`config.mk`:
```
export PLATFORM = sky130hd
export DESIGN_NAME = acc_requant_pack
export DESIGN_NICKNAME = d
export VERILOG_FILES = /design/src/rtl/acc_requant_pack.sv
export SDC_FILE = /design/constraint.sdc
export NUM_CORES = 2
export LEC_CHECK = 0
export BUFFER_PORTS_ARGS = -buffer_cell sky130_fd_sc_hd__buf_4
export CAP_MARGIN = 20
export CORE_ASPECT_RATIO = 0.75
export CORE_MARGIN = 10
export CORE_UTILIZATION = 41
export CTS_CLUSTER_DIAMETER = 30
export DETAILED_ROUTE_END_ITERATION = 8
export SYNTH_ARGS = -nofsm -noshare
export SYNTH_HDL_FRONTEND = slang
export SYNTH_SLANG_ARGS = --single-unit
```
`constraint.sdc`:
```
create_clock -name clk -period 10.1 [get_ports clk]
set_input_delay 1.01 -clock clk [delete_from_list [all_inputs] [get_ports clk]]
set_output_delay 1.01 -clock clk [all_outputs]
set_load 0.05 [all_outputs]
```
`src/rtl/acc_requant_pack.sv`:
```
// acc_requant_pack: drains one tile of int32 accumulators from the PE array,
// requantises each to int8 (bias, scale, rounding shift, zero point, saturate)
// and packs four results per 32-bit word into an output FIFO.
// Handshake: a word moves on o_valid && o_ready; once o_valid is high, o_data and
// o_last hold until that transfer. The drain stream has no backpressure, so a
// drain is requested only when the FIFO can take the whole tile.
module acc_requant_pack #(
  parameter int SIDE       = 8,
  parameter int ACC_BITS   = 32,
  parameter int FIFO_DEPTH = 16,
  localparam int IDX_W     = $clog2(SIDE)
) (
  input  logic                clk,
  input  logic                rstn,
  input  logic                tile_go,
  input  logic [15:0]         cfg_scale,
  input  logic [5:0]          cfg_shift,
  input  logic [7:0]          cfg_zp,
  input  logic                bias_wr_en,
  input  logic [IDX_W-1:0]    bias_wr_idx,
  input  logic [31:0]         bias_wr_data,
  output logic                c_drain_req,
  input  logic                c_busy,
  input  logic                c_valid,
  input  logic [ACC_BITS-1:0] c_data,
  input  logic                c_last,
  output logic                o_valid,
  input  logic                o_ready,
  output logic [31:0]         o_data,
  output logic                o_last,
  output logic                busy,
  output logic                err,
  output logic [1:0]          dbg_state_o
);

  localparam int TILE   = SIDE * SIDE;
  localparam int WORDS  = TILE / 4;
  localparam int CNT_W  = $clog2(TILE) + 1;
  localparam int PTR_W  = $clog2(FIFO_DEPTH);
  localparam int FCNT_W = $clog2(FIFO_DEPTH + 1);
  localparam int S1_W   = ACC_BITS + 1;
  localparam int S2_W   = ACC_BITS + 17;
  localparam int S3_W   = ACC_BITS + 18;

  typedef enum logic [1:0] {IDLE, REQ, RECV, FLUSH} state_t;

  state_t                   state_q, state_d;
  logic                     pend_q, err_q;
  logic signed [15:0]       scale_q;
  logic [5:0]               shift_q;
  logic [7:0]               zp_q;
  logic [IDX_W-1:0]         col_q;
  logic [CNT_W-1:0]         beat_q;
  logic [31:0]              bias_q [SIDE];

  logic                     v1_q, last1_q, v2_q, last2_q, v3_q, last3_q;
  logic signed [S1_W-1:0]   s1_q;
  logic signed [S2_W-1:0]   s2_q;
  logic [7:0]               b3_q;
  logic [1:0]               lane_q;
  logic [23:0]              pack_q;

  logic [32:0]              mem_q [FIFO_DEPTH];
  logic [PTR_W-1:0]         wptr_q, rptr_q;
  logic [FCNT_W-1:0]        cnt_q;

  logic                     accept_go, beat, push, pop, full, wr, overflow;
  logic signed [S1_W-1:0]   s1_d;
  logic signed [S2_W-1:0]   s1e, sce, s2_d;
  logic signed [S3_W-1:0]   s2x, rnd, s3, s4;
  logic                     pos_ovf, neg_ovf;
  logic [7:0]               byte_d;
  logic [31:0]              push_word;

  // Tile acceptance, beat qualification and FIFO flags.
  always_comb begin
    accept_go = (state_q == IDLE) && (pend_q || tile_go) &&
                (cnt_q <= FCNT_W'(FIFO_DEPTH - WORDS));
    beat      = c_valid && (state_q == RECV);
    full      = (cnt_q == FCNT_W'(FIFO_DEPTH));
    pop       = o_valid && o_ready;
    push      = v3_q && ((lane_q == 2'd3) || last3_q);
    wr        = push && (!full || pop);
    overflow  = push && full && !pop;
  end

  // Next-state logic for the drain sequencing FSM.
  always_comb begin
    state_d = state_q;
    case (state_q)
      IDLE:    if (accept_go) state_d = REQ;
      REQ:     if (c_busy) state_d = RECV;
      RECV:    if (beat && c_last) state_d = FLUSH;
      FLUSH:   if (!v1_q && !v2_q && !v3_q) state_d = IDLE;
      default: state_d = IDLE;
    endcase
  end

  // FSM state, pending flag, sticky error, latched config and beat counters.
  always_ff @(posedge clk or negedge rstn) begin
    if (!rstn) begin
      state_q <= IDLE;
      pend_q  <= 1'b0;
      err_q   <= 1'b0;
      scale_q <= '0;
      shift_q <= '0;
      zp_q    <= '0;
      col_q   <= '0;
      beat_q  <= '0;
    end else begin
      state_q <= state_d;
      pend_q  <= accept_go ? (pend_q && tile_go) : (pend_q || tile_go);
      if ((tile_go && pend_q && !accept_go) || (c_valid && state_q != RECV) ||
          (beat && c_last && beat_q != CNT_W'(TILE - 1)) || overflow)
        err_q <= 1'b1;
      if (accept_go) begin
        scale_q <= cfg_scale;
        shift_q <= cfg_shift;
        zp_q    <= cfg_zp;
        col_q   <= '0;
        beat_q  <= '0;
      end else if (beat) begin
        col_q <= (col_q == IDX_W'(SIDE - 1)) ? '0 : col_q + 1'b1;
        if (beat_q != '1) beat_q <= beat_q + 1'b1;
      end
    end
  end

  // Per-column bias table, writable at any time.
  always_ff @(posedge clk or negedge rstn) begin
    if (!rstn) begin
      for (int i = 0; i < SIDE; i++) bias_q[i] <= '0;
    end else if (bias_wr_en) begin
      bias_q[bias_wr_idx] <= bias_wr_data;
    end
  end

  // Requantisation arithmetic: bias add, scale multiply, round/shift, zp, saturate.
  always_comb begin
    s1_d    = {c_data[ACC_BITS-1], c_data} +
              {{(S1_W-32){bias_q[col_q][31]}}, bias_q[col_q]};
    s1e     = {{16{s1_q[S1_W-1]}}, s1_q};
    sce     = {{S1_W{scale_q[15]}}, scale_q};
    s2_d    = s1e * sce;
    s2x     = {s2_q[S2_W-1], s2_q};
    rnd     = (shift_q == 6'd0) ? '0 : (S3_W'(1) << (shift_q - 6'd1));
    s3      = (s2x + rnd) >>> shift_q;
    s4      = s3 + {{(S3_W-8){zp_q[7]}}, zp_q};
    pos_ovf = !s4[S3_W-1] && (|s4[S3_W-2:7]);
    neg_ovf = s4[S3_W-1] && !(&s4[S3_W-2:7]);
    byte_d  = pos_ovf ? 8'h7F : (neg_ovf ? 8'h80 : s4[7:0]);
  end

  // Three-stage pipeline: s1, s2, saturated byte.
  always_ff @(posedge clk or negedge rstn) begin
    if (!rstn) begin
      v1_q <= 1'b0; last1_q <= 1'b0; s1_q <= '0;
      v2_q <= 1'b0; last2_q <= 1'b0; s2_q <= '0;
      v3_q <= 1'b0; last3_q <= 1'b0; b3_q <= '0;
    end else begin
      v1_q <= beat;  last1_q <= beat && c_last; s1_q <= s1_d;
      v2_q <= v1_q;  last2_q <= last1_q;        s2_q <= s2_d;
      v3_q <= v2_q;  last3_q <= last2_q;        b3_q <= byte_d;
    end
  end

  // Byte packer: lanes 0..2 accumulate; lane 3 or the tile's last beat emits a word.
  assign push_word = {8'h00, pack_q} | ({24'h0, b3_q} << {lane_q, 3'b000});

  always_ff @(posedge clk or negedge rstn) begin
    if (!rstn) begin
      lane_q <= '0;
      pack_q <= '0;
    end else if (v3_q) begin
      if (push) begin
        lane_q <= '0;
        pack_q <= '0;
      end else begin
        lane_q <= lane_q + 1'b1;
        pack_q[8*lane_q +: 8] <= b3_q;
      end
    end
  end

  // Output FIFO: {last, data} entries; simultaneous push and pop keep occupancy.
  always_ff @(posedge clk or negedge rstn) begin
    if (!rstn) begin
      for (int i = 0; i < FIFO_DEPTH; i++) mem_q[i] <= '0;
      wptr_q <= '0;
      rptr_q <= '0;
      cnt_q  <= '0;
    end else begin
      if (wr) begin
        mem_q[wptr_q] <= {last3_q, push_word};
        wptr_q <= (wptr_q == PTR_W'(FIFO_DEPTH - 1)) ? '0 : wptr_q + 1'b1;
      end
      if (pop) rptr_q <= (rptr_q == PTR_W'(FIFO_DEPTH - 1)) ? '0 : rptr_q + 1'b1;
      case ({wr, pop})
        2'b10:   cnt_q <= cnt_q + 1'b1;
        2'b01:   cnt_q <= cnt_q - 1'b1;
        default: cnt_q <= cnt_q;
      endcase
    end
  end

  assign c_drain_req = (state_q == REQ);
  assign o_valid     = (cnt_q != '0);
  assign o_data      = mem_q[rptr_q][31:0];
  assign o_last      = mem_q[rptr_q][32];
  assign busy        = (state_q != IDLE) || pend_q;
  assign err         = err_q;
  assign dbg_state_o = state_q;

endmodule

```
==> load_flow_metrics.sql <==
INSERT INTO impl_metrics (metric_group, metric, value, unit) VALUES
('status', 'run_status', 'complete, no violations', ''),
('cts', 'cts_setup_buffers', '0', ''),
('place', 'detailedPlacementHpwl', '137.0', 'mm'),
('sta', 'slew_violations', '0', ''),
('setup_path', 'cp_max_fo', '16', ''),
('logic_synthesis', 'ys_ff_latch', '963', ''),
('detailed_routing', 'routedWlPerCell', '21.68', 'um'),
('setup_path', 'cpPeakStageDelay', '0.58', 'ns'),
('global_route', 'number_of_antenna_violations_at_the_first_check_in_global_routing', '7', ''),
('floorplanning', 'fp.dieArea', '186500', 'um2'),
('setup_path', 'reg2reg_slack', '0.60', 'ns'),
('logic_synthesis', 'synth_ff_type', 'sky130_fd_sc_hd__dfrtp_1', ''),
('logic_synthesis', 'synth-seq-area-share', '0.3468', ''),
('logic_synthesis', 'synth-edff-count', '0', ''),
('logic_synthesis', 'syn-num-nets', '7658', ''),
('setup_path', 'critical-path-slowest-cell', 'sky130_fd_sc_hd__mux4_2', ''),
('sta', 'setup_tns', '0', 'ns'),
('floorplanning', 'fp-row-count', '130', ''),
('cts', 'ctsRootBufferMaster', 'sky130_fd_sc_hd__clkbuf_16', ''),
('cells_and_area', 'utilization', '0.4738', ''),
('logic_synthesis', 'synth_warnings', '0', ''),
('sta', 'rsz0062_at_grt', 'false', ''),
('setup_path', 'critPathCapture', 'b3_q[4]', ''),
('logic_synthesis', 'netlist_area', '69480', 'um2'),
('cells_and_area', 'finalNetCount', '7680', ''),
('floorplanning', 'initial_core_util', '0.4135', ''),
('detailed_routing', 'drt_pre_antenna_iters', '6', ''),
('cts', 'h-tree-depth', '4', ''),
('sta', 'fin_crit', '9.505', 'ns'),
('place', 'routabilityCongestion', '0.9749', ''),
('setup_path', 'cp_top_family', 'compound AO/OA/AOI/OAI gates', ''),
('detailed_routing', 'vias', '51900', ''),
('cells_and_area', 'synthToLayoutAreaGrowth', '14.59', '%'),
('logic_synthesis', 'synthArstFlopShare', '1.000', ''),
('setup_path', 'r2r-end', 'b3_q[4]', ''),
('cts', 'cts_sinks', '963', ''),
('floorplanning', 'io_pins', '144', ''),
('sta', 'hold_viol', '0', ''),
('setup_path', 'worstSetupPathType', 'register to register', ''),
('setup_path', 'ff2ff_path_depth', '32', ''),
('logic_synthesis', 'synthesis.area_per_instance', '10.25', 'um2'),
('cells_and_area', 'proportion_of_layout_cells_with_a_drive_suffix_above_1', '0.1880', ''),
('global_route', 'overflow', '0', ''),
('global_route', 'globalRouteTotalUtil', '0.2133', ''),
('floorplanning', 'placeableCoreArea', '168000', 'um2'),
('cells_and_area', 'insertedDiodeCount', '0', ''),
('logic_synthesis', 'syn_inst', '6782', ''),
('cts', 'clkTransAtPathRegs', '0.05', 'ns'),
('setup_path', 'crit-reg2reg-launch', 'shift_q[4]', ''),
('setup_path', 'required', '10.74', 'ns'),
('global_route', 'grt_pass1_vias', '53380', ''),
('min_path', 'hp-class', 'input pin to asynchronous set/reset pin', ''),
('sta', 'timing_worst_slew_pin_value', '1.184', 'ns'),
('detailed_routing', 'ant_nets', '0', ''),
('global_route', 'grt_max_degree', '161', ''),
('global_route', 'first_pass_grt_wire_length', '316.5', 'mm'),
('sta', 'finalSetupViolations', '0', ''),
('cts', 'cts_max_path_buffers', '3', ''),
('place', 'pre_cts_ws', '0.5163', 'ns'),
('setup_path', 'critPathLaunch', 'shift_q[4]', ''),
('logic_synthesis', 'synth_cell_types', '99', ''),
('cts', 'tritoncts', 'built', ''),
('setup_path', 'worst-path-stages', '32', ''),
('run', 'max_cap_viol_count', '0', ''),
('cts', 'cts_made_buffers', '185', ''),
('setup_path', 'worst-endpoint-arrival', '10.15', 'ns'),
('setup_path', 'critPathCaptureType', 'register', ''),
('place', 'io_buffer_count', '143', ''),
('sta', 'final.setup.worst_slack', '0.5950', 'ns'),
('sta', 'timing.hold.ws', '0.2711', 'ns'),
('cts', 'clk-insertion-delay-late', '0.80', 'ns'),
('sta', 'timing.fmax', '105.2', 'MHz'),
('floorplanning', 'fp.dieW', '495.4', 'um'),
('setup_path', 'worstPathBufferInverterCount', '2', ''),
('floorplanning', 'dieHeight', '376.5', 'um'),
('sta', 'slew_headroom', '0.2110', ''),
('sta', 'final.period_utilization', '0.9411', ''),
('detailed_routing', 'avgViaCountPerCell', '5.640', ''),
('detailed_routing', 'post-route-drc-count', '0', ''),
('setup_path', 'worst_setup_path_start_kind', 'register', ''),
('detailed_routing', 'drt_iter0_drc', '4605', ''),
('sta', 'fin_skew', '0.05626', 'ns'),
('detailed_routing', 'totalWireLength', '199.5', 'mm');
## kinds of logic after synthesis
group,synth area share
xor gates and xnor gates,0.02118
and+or+nand+nor,0.1165
AOI/OAI and AO/OA,0.1235
adders and majority gates,0.1934
DFF,0.3468
buffers and inverters,0.05580
muxes,0.1428
## metal layers
layer / track usage / wire [um] / up-vias
li1: - / - / 23320
met2: 0.3120 / 85010 / 1843
met3: 0.04607 / 15530 / 302
met5: 0 / 95 / -
met1: 0.3219 / 95090 / 26420
met4: 0.04955 / 3815 / 14
## state kept, by name (all words and copies together) (netlist names), 4 cells and up
signal,flops
wptr_q,4
rptr_q,4
scale_q,16
s2_q,49
s1_q,33
beat_q,7
mem_q,528
shift_q,6
b3_q,8
bias_q,256
zp_q,8
cnt_q,5
pack_q,24
## timing repair
item | CTS | global route
hold buffers | 0 | 0
resized for setup | 0 | 22
endpoints found under the setup margin | 0 | 7
## worst min path at each step
stage,from,endpoint,slack [ns],cells past startpoint
4_1_cts,rstn,zp_q[3],0.27,1
3_5_place_dp,last1_q,last2_q,0.33,0
2_1_floorplan,last1_q,last2_q,0.33,0
6_report,rstn,zp_q[3],0.27,1
3_3_place_gp,last2_q,last3_q,0.33,0
5_1_grt,rstn,zp_q[3],0.31,1
## stage by stage
| step | area [um2] | std cells |
|---|---|---|
| final | 79620 | 9202 |
| after detailed placement | 72760 | 8851 |
| after floorplan | 69480 | 6782 |
| after CTS | 79450 | 9192 |
| after global placement | 72720 | 8846 |
| after global routing | 79620 | 9202 |
## cell usage in the layout, fill, tap and decap left out, types with 16 or more instances in the layout
cell type / instances
sky130_fd_sc_hd__o21bai_1: 34
sky130_fd_sc_hd__and3_1: 22
sky130_fd_sc_hd__o21ai_1: 24
sky130_fd_sc_hd__mux4_2: 247
sky130_fd_sc_hd__nand4_1: 42
sky130_fd_sc_hd__a22o_1: 25
sky130_fd_sc_hd__o211ai_1: 26
sky130_fd_sc_hd__buf_4: 274
sky130_fd_sc_hd__nor4_1: 17
sky130_fd_sc_hd__nor2b_1: 16
sky130_fd_sc_hd__nor2_1: 186
sky130_fd_sc_hd__xnor2_1: 119
sky130_fd_sc_hd__xor2_1: 49
sky130_fd_sc_hd__and2_1: 183
sky130_fd_sc_hd__dfrtp_1: 951
sky130_fd_sc_hd__nand2b_1: 57
sky130_fd_sc_hd__clkinv_2: 27
sky130_fd_sc_hd__bufinv_16: 25
sky130_fd_sc_hd__nand2_2: 21
sky130_fd_sc_hd__o21ai_0: 653
sky130_fd_sc_hd__a21o_1: 95
sky130_fd_sc_hd__mux2_2: 347
sky130_fd_sc_hd__clkinvlp_4: 24
sky130_fd_sc_hd__fa_1: 504
sky130_fd_sc_hd__inv_6: 23
sky130_fd_sc_hd__or3_1: 17
sky130_fd_sc_hd__o31ai_1: 17
sky130_fd_sc_hd__nor3_1: 103
sky130_fd_sc_hd__ha_1: 267
sky130_fd_sc_hd__nand2_1: 1019
sky130_fd_sc_hd__clkbuf_16: 185
sky130_fd_sc_hd__o211a_1: 17
sky130_fd_sc_hd__a211oi_1: 39
sky130_fd_sc_hd__clkbuf_8: 21
sky130_fd_sc_hd__o21a_1: 39
sky130_fd_sc_hd__nand3_1: 56
sky130_fd_sc_hd__mux2i_1: 45
sky130_fd_sc_hd__inv_1: 576
sky130_fd_sc_hd__a21oi_1: 259
## synth_stat cells, types with 35 or more instances
library cell | number | area (um2)
sky130_fd_sc_hd__nand2_1 | 1040 | 3904
sky130_fd_sc_hd__dfrtp_1 | 963 | 24100
sky130_fd_sc_hd__o21ai_0 | 653 | 3268
sky130_fd_sc_hd__inv_1 | 577 | 2166
sky130_fd_sc_hd__fa_1 | 504 | 10090
sky130_fd_sc_hd__clkbuf_1 | 378 | 1419
sky130_fd_sc_hd__mux2_2 | 347 | 3908
sky130_fd_sc_hd__ha_1 | 267 | 3341
sky130_fd_sc_hd__a21oi_1 | 259 | 1296
sky130_fd_sc_hd__mux4_2 | 247 | 5563
sky130_fd_sc_hd__nor2_1 | 187 | 701.9
sky130_fd_sc_hd__and2_1 | 183 | 1145
sky130_fd_sc_hd__xnor2_1 | 119 | 1042
sky130_fd_sc_hd__nor3_1 | 106 | 530.5
sky130_fd_sc_hd__a21o_1 | 95 | 713.2
sky130_fd_sc_hd__nand2b_1 | 57 | 356.6
sky130_fd_sc_hd__nand3_1 | 56 | 280.3
sky130_fd_sc_hd__xor2_1 | 49 | 429.2
sky130_fd_sc_hd__buf_1 | 48 | 180.2
sky130_fd_sc_hd__mux2i_1 | 45 | 450.4
sky130_fd_sc_hd__nand4_1 | 42 | 262.8
sky130_fd_sc_hd__a211oi_1 | 39 | 292.8
sky130_fd_sc_hd__o21a_1 | 39 | 292.8
sky130_fd_sc_hd__o21bai_1 | 35 | 262.8
## layout make-up
cell class | instances | area, um2
Tap cell | 2244 | 2808
Multi-Input combinational cell | 4794 | 41660
Fill cell | 15340 | 88410
Clock inverter | 129 | 1752
Sequential cell | 963 | 24120
Inverter | 581 | 2181
Clock buffer | 212 | 4941
Timing Repair Buffer | 279 | 2152
Power is not shown: default switching activity piles up to over one toggle a cycle in this logic, so the estimate is an artifact.
